===== config.mk =====
export PLATFORM = sky130hd
export DESIGN_NAME = vdp_cram_mixer
export DESIGN_NICKNAME = d
export VERILOG_FILES = /design/src/rtl/vdp_cram_mixer.sv
export SDC_FILE = /design/constraint.sdc
export NUM_CORES = 1
export LEC_CHECK = 0
export CAP_MARGIN = 15
export CORE_MARGIN = 2
export CORE_UTILIZATION = 35
export DETAILED_ROUTE_END_ITERATION = 8
export PLACE_DENSITY = 0.48
export SLEW_MARGIN = 20
export SYNTH_ARGS = -nofsm -noshare
export SYNTH_HDL_FRONTEND = slang
export SYNTH_SLANG_ARGS = --single-unit

===== constraint.sdc =====
create_clock -name clk -period 49.7 [get_ports clk]
set_input_delay 14.91 -clock clk [delete_from_list [all_inputs] [get_ports clk]]
set_output_delay 14.91 -clock clk [all_outputs]
set_load 0.1 [all_outputs]

===== src/rtl/vdp_cram_mixer.sv =====
// vdp_cram_mixer
// Final pixel stage of the VDP: merges background and sprite pixels, applies
// backdrop, left-column mask and the Game Gear window, then looks the chosen
// entry up in the 32 x 12-bit colour RAM. Two pipeline stages separate the
// incoming pixel from the RGB/de outputs. Also owns the CPU CRAM write port,
// including the two-byte write latch used by Game Gear colour writes.

module vdp_cram_mixer #(
    parameter logic [9:0] WIN_X0 = 10'd48,
    parameter logic [9:0] WIN_Y0 = 10'd24,
    parameter logic [9:0] WIN_W  = 10'd160,
    parameter logic [9:0] WIN_H  = 10'd144
) (
    input  logic       clk,
    input  logic       rst,
    input  logic [9:0] pixel_x,
    input  logic [9:0] pixel_y,
    input  logic [5:0] bg_color,
    input  logic       bg_priority,
    input  logic [3:0] spr_color,
    input  logic [3:0] backdrop_idx,
    input  logic       mask_col0,
    input  logic       display_en,
    input  logic       cram_we,
    input  logic [5:0] cram_a,
    input  logic [7:0] cram_d,
    output logic [3:0] r,
    output logic [3:0] g,
    output logic [3:0] b,
    output logic       de
);

    // Exclusive window end points; all bounds stay within 10 bits, so no wrap.
    localparam logic [9:0] WIN_X1 = WIN_X0 + WIN_W;
    localparam logic [9:0] WIN_Y1 = WIN_Y0 + WIN_H;

    // Colour RAM, entry format {B, G, R}
    logic [11:0] cram [32];
    logic [7:0]  wr_latch;

    // Stage-1 combinational results
    logic       win;
    logic [3:0] bg_idx;
    logic       bg_pal;
    logic       col0;
    logic       bg_opaque;
    logic [4:0] sel_d;
    logic       black_d;

    // Stage-1 registers
    logic [4:0] sel_q;
    logic       black_q;
    logic       win_q;

    // Stage-2 read data
    logic [11:0] rd_entry;

    // The background address LSB selects the byte within an entry and has no
    // meaning for pixel colour selection.
    logic unused_bg_lsb;
    assign unused_bg_lsb = bg_color[0];

    // Window test, then priority selection of the CRAM entry for this pixel
    always_comb begin
        win       = (pixel_x >= WIN_X0) && (pixel_x < WIN_X1) &&
                    (pixel_y >= WIN_Y0) && (pixel_y < WIN_Y1);
        bg_idx    = bg_color[4:1];
        bg_pal    = bg_color[5];
        col0      = mask_col0 && (pixel_x[9:3] == 7'd0);
        bg_opaque = bg_priority && (bg_idx != 4'd0);
        sel_d     = 5'd0;
        black_d   = 1'b0;
        if (!win) begin
            sel_d   = 5'd0;
            black_d = 1'b1;
        end else if (!display_en || col0) begin
            sel_d = {1'b1, backdrop_idx};
        end else if ((spr_color != 4'd0) && !bg_opaque) begin
            sel_d = {1'b1, spr_color};
        end else begin
            sel_d = {bg_pal, bg_idx};
        end
    end

    // Stage 1: register the selected entry, the black flag and the window bit
    always_ff @(posedge clk or posedge rst) begin
        if (rst) begin
            sel_q   <= 5'd0;
            black_q <= 1'b0;
            win_q   <= 1'b0;
        end else begin
            sel_q   <= sel_d;
            black_q <= black_d;
            win_q   <= win;
        end
    end

    // CPU writes: even byte parks {G,R} in the latch, odd byte commits B plus latch
    always_ff @(posedge clk or posedge rst) begin
        if (rst) begin
            wr_latch <= 8'd0;
            for (int i = 0; i < 32; i++) begin
                cram[i] <= 12'd0;
            end
        end else if (cram_we) begin
            if (!cram_a[0]) begin
                wr_latch <= cram_d;
            end else begin
                cram[cram_a[5:1]] <= {cram_d[3:0], wr_latch};
            end
        end
    end

    // A write landing in the same clock as this read is seen one clock later
    assign rd_entry = cram[sel_q];

    // Stage 2: register the looked-up colour, forced black outside the window
    always_ff @(posedge clk or posedge rst) begin
        if (rst) begin
            r  <= 4'd0;
            g  <= 4'd0;
            b  <= 4'd0;
            de <= 1'b0;
        end else begin
            if (black_q) begin
                r <= 4'd0;
                g <= 4'd0;
                b <= 4'd0;
            end else begin
                r <= rd_entry[3:0];
                g <= rd_entry[7:4];
                b <= rd_entry[11:8];
            end
            de <= win_q;
        end
    end

endmodule


=== After elaboration in Yosys (flattened, before gate mapping) ===
Index checks and enable logic that the tools add are counted.

* Register bits: 412
* Input bits: 54
* Output and inout port bits: 13

* $lt $le $gt $ge: 7
* Multiplexer cells: 13
* Bitwise logic cells: 3
* Reduce and logical (&&, ||, !) cells: 15

{| class="wikitable"
|+ Operator list
! kind !! count
|-
| 384-bit bitwise mux || 1
|-
| 12-bit binary-select mux with 5-bit select || 1
|-
| 12-bit demux with 5-bit select || 1
|-
| 12-bit two-way mux || 3
|-
| 10-bit by 8-bit < comparator with 1-bit output (second input constant) || 2
|-
| 5-bit two-way mux || 3
|-
| 6-bit greater-or-equal comparator (second input constant) || 2
|-
| 4-bit two-way mux || 3
|-
| 5-bit NOT with 6-bit output || 2
|-
| 10-bit by 5-bit greater-or-equal comparator with 1-bit output (second input constant) || 1
|-
| 10-bit by 6-bit greater-or-equal comparator with 1-bit output (second input constant) || 1
|-
| 4-bit nonzero test || 2
|-
| 1-bit logical AND || 7
|-
| 7-bit logical NOT || 1
|-
| 6-bit by 1-bit < comparator with 1-bit output (second input constant) || 1
|-
| 2-bit AND reduction || 2
|-
| 1-bit logical NOT || 2
|-
| 1-bit logical OR || 1
|-
| 1-bit two-way mux || 1
|-
| 1-bit NOT || 1
|}

=== Logic depth before layout (Yosys ltp) ===
* Depth after elaboration: 7
* Depth in mapped cells: 8
* Mapped depth without buffers: 4

=== Worst setup path after synthesis ===
Ideal clock, no wire load.

* Kind: input-to-reg
* Start: input port cram_we
* End: register cram[228] (netlist name)
* Setup time: 125 ps
* Arrival time: 16031 ps
* Data required time: 49575 ps
* Setup slack: 33545 ps
* Stages on the path: 5
* Buffers on the path: 1
* Cell sequence: nand2_1 or3_4 nor2_2 buf_4 mux2_2

* Cells in the longest elaborated chain, start to end: 1

{| class="wikitable"
|+ RTL lines
! what !! line !! source
|-
| from (decl) || 24 || <nowiki>input logic cram_we,</nowiki>
|-
| 2-bit AND reduction (no source line) || -- ||
|-
| to (signal, indexed assignment) || 109 || <nowiki>cram[cram_a[5:1]] <= {cram_d[3:0], wr_latch};</nowiki>
|-
| to (decl) || 38 || <nowiki>logic [11:0] cram [32];</nowiki>
|}

Every way passes these cells.
A chain may end at the register's enable or synchronous reset.

==> summary.txt <==
Run status
  – Status: finished, final reports clean

Setup path
  – Worst path slowest cell: buf_4
  – Worst r2r src: sel_q[2]
  – Worst Path Arrival: 17770 ps
  – Worst r2r dst: b[0]
  – CP Buf/Inv Count: 4
  – Worst R2R Path Depth: 5
  – Largest stage delay, worst path: 800 ps
  – Crit path required time: 50250 ps
  – Crit path cell chain: clkdlybuf4s50_1 -> inv_8 -> buf_12 -> buf_4
  – Critical path class: in -> async
  – Worst setup EP type: asynchronous set/reset pin
  – Critical Path Source Type: primary input
  – Top delay family on crit path: buffers and inverters
  – Worst-path fanout max: 149
  – FF-to-FF setup slack: 46510 ps

CTS
  – Worst-path clk slew: 60 ps
  – CTS buffer count: 47
  – Clock latency on the worst-skew pair: 590 ps
  – Cts hold-fix bufs: 0
  – CTS tree: done
  – Postcts setup bufs: 0
  – Post-cts resize count: 0
  – CTS max path bufs: 3
  – Clk sinks: 412
  – Clock Tree Root: clkbuf_16
  – Htree depth: 2

Logic synthesis
  – Most frequent cell after synthesis: dfrtp_1
  – Post-synth top area share: 0.544
  – Synth Warn #: 0
  – FF+latch count, synth: 412
  – Simple-Gate Fraction of Synth Area: 0.0236
  – Synth Area in Adders: 0
  – Ranking of synthesized cells by area: dfrtp_1 (54%), mux2_2 (22%), mux4_2 (6.4%)
  – Post-synth cell types: 47
  – Synth Flop Type: dfrtp_1
  – Post-Syn Area: 19000 um2
  – Register area share after synthesis: 0.544
  – Post-synth EDFFs: 0
  – Avg Synthesized Cell Area: 15.8 um2
  – Top cells by count, synth: dfrtp_1 (412), mux2_2 (369), mux4_2 (54)
  – Cells after synthesis: 1198
  – Syn nets: 1252
  – Mux cell area share after synthesis: 0.364
  – Post-synthesis compound-gate area fraction: 0.0316
  – Ys async rst share: 1.00
  – Area leader, netlist: dfrtp_1
  – Main combinational cell family by area after synthesis: multiplexers
  – XOR/XNOR Fraction of Synth Area: 0

Floorplan
  – Site row count: 85
  – Ports: 67
  – Horiz. Die Dim: 237 um
  – Die area: 56100 um2
  – Die Ht: 237 um
  – Starting Density: 0.353
  – CORE AREA: 53700 um2

Hold path
  – Class of the worst hold path: reg -> reg
  – WHS Path Cells: 0
  – Hold Crit Endpoint: de
  – Hold_sp: win_q

Route
  – Initial DRT Pass Iterations: 4
  – Final ANT Viol Nets: 0
  – Met1 wire length: 22.8 mm
  – Vias: 10400
  – Initial DRC count: 617
  – Avg Vias per Cell: 5.35
  – DR DRC count: 0
  – Routed wire length on met3: 1.95 mm
  – DR WL met2: 23.2 mm
  – Uppermost layer routed: met4
  – Post-DR wirelength/cell: 25.3 um
  – Aggregate routed wire length: 49.3 mm

Layout
  – Antenna diodes: 0
  – Post-layout net count: 1277
  – Area delta synth->final: 13.0%
  – Proportion of layout cells with a drive suffix above 1: 0.442

Power and ir drop
  – Peak supply drop: 0.0253 mV
  – Leak pwr: 9.60 nW
  – PD cells: 39.2 nW/um2

Timing
  – Fin. Hold Viols: 0
  – Sum of negative setup slack: 0 ps
  – # setup viols final: 0
  – Fmax: 58.1 MHz
  – Final min period: 17220 ps
  – Final number of max-transition violations: 0
  – Worst clock skew: 26.6 ps
  – Normalized max-slew margin: 0.323
  – RSZ-0062 raised after global routing: no
  – Measured slew at the worst slew-check pin: 1010 ps
  – Final period util: 0.346
  – WHS: 347 ps

Job
  – Max_cap viols: 0

Placed design
  – PortBufs: 59
  – Gp weighted congestion: 0.710
  – Post-DP HPWL: 28.5 mm

GRT
  – Initial antenna violation count: 0
  – First-pass GRT wire length: 74.5 mm
  – Largest net degree at the start of global routing: 150
  – Grt total ovfl: 0
  – Vias in the first global route: 11000
  – GRT Overall Usage: 0.180
[routing by layer]
layer / vias to the layer above / global-route usage
met5: - / 0
met4: 0 / 0.0510
met3: 70 / 0.0315
met2: 157 / 0.290
met1: 5646 / 0.251
li1: 4564 / -
[layout make-up]
class	count	area, um2
clock inverter	11	95.1
multi-input combinational	676	7960
tap	696	871
clock buffer	69	1380
inverter	5	27.5
timing repair buffer	81	763
fill	4868	32300
sequential	412	10300
[cell usage in the layout, fill, tap and decap left out, drive strengths merged]
cell           netlist  final
bufinv               0      1
nor4                 2      2
a21boi               1      1
clkdlybuf4s50        0     58
buf                 62     23
mux2               392    392
mux4                84     84
and3b                1      1
o21ai               12     12
a311oi               4      4
nand2b               1      1
nand3                2      2
nand2               28     28
a22oi               12     12
nand3b               3      3
and2                 1      1
inv                  4      5
mux2i               48     48
o41ai                2      2
clkbuf              43     69
a211oi               1      1
clkinv               1     10
o2111ai              3      3
or3                  2      2
nor4b                1      1
nor3                 4      4
a31oi               13     13
o211ai               1      1
a221oi              10     10
nand4                1      1
nor2                27     27
a221o               12     12
nor2b                4      4
dfrtp              412    412
a211o                1      1
nor3b                3      3
[metrics by stage]
stage	power, mW	util	area (um2)	instances	setup WS [ps]
after floorplan	0.480	-	19000	1198	23330
after global placement	0.507	0.371	19900	1870	31850
after detailed placement	0.512	0.371	19900	1870	31730
after CTS	0.853	0.399	21400	1950	32350
after global routing	0.881	0.399	21400	1950	31990
final	0.840	0.399	21400	1950	32480
[how the worst max path moves through the flow]
| stage | endpoint | cells after the start | start | slack, ps |
|---|---|---|---|---|
| 5_1_grt | wr_latch[3] | 4 | rst | 31990 |
| 3_3_place_gp | cram[106] | 4 | rst | 31850 |
| 6_report | wr_latch[3] | 4 | rst | 32480 |
| 4_1_cts | wr_latch[3] | 4 | rst | 32350 |
| 3_5_place_dp | wr_latch[3] | 4 | rst | 31730 |
| 2_1_floorplan | b[0] | 1 | rst | 23330 |
[kinds of logic after synthesis]
family,count (synthesis)
muxes,524
DFF,412
buffers and inverters,110
and+or+nand+nor,80
AOI/OAI and AO/OA,72
[sequential cells by signal, summed over array words and instances (netlist names)]
name / count
sel_q: 5
wr_latch: 8
black_q: 1
win_q: 1
de: 1
r: 4
cram: 384
b: 4
g: 4
[power breakdown]
part | internal (mW) | switching, mW | total, mW
Combinational | 0.0558 | 0.0415 | 0.0973
Clock | 0.196 | 0.140 | 0.336
Sequential | 0.382 | 0.0250 | 0.407
Total | 0.634 | 0.206 | 0.840
No activity file was read; power rests on OpenSTA's default activity.
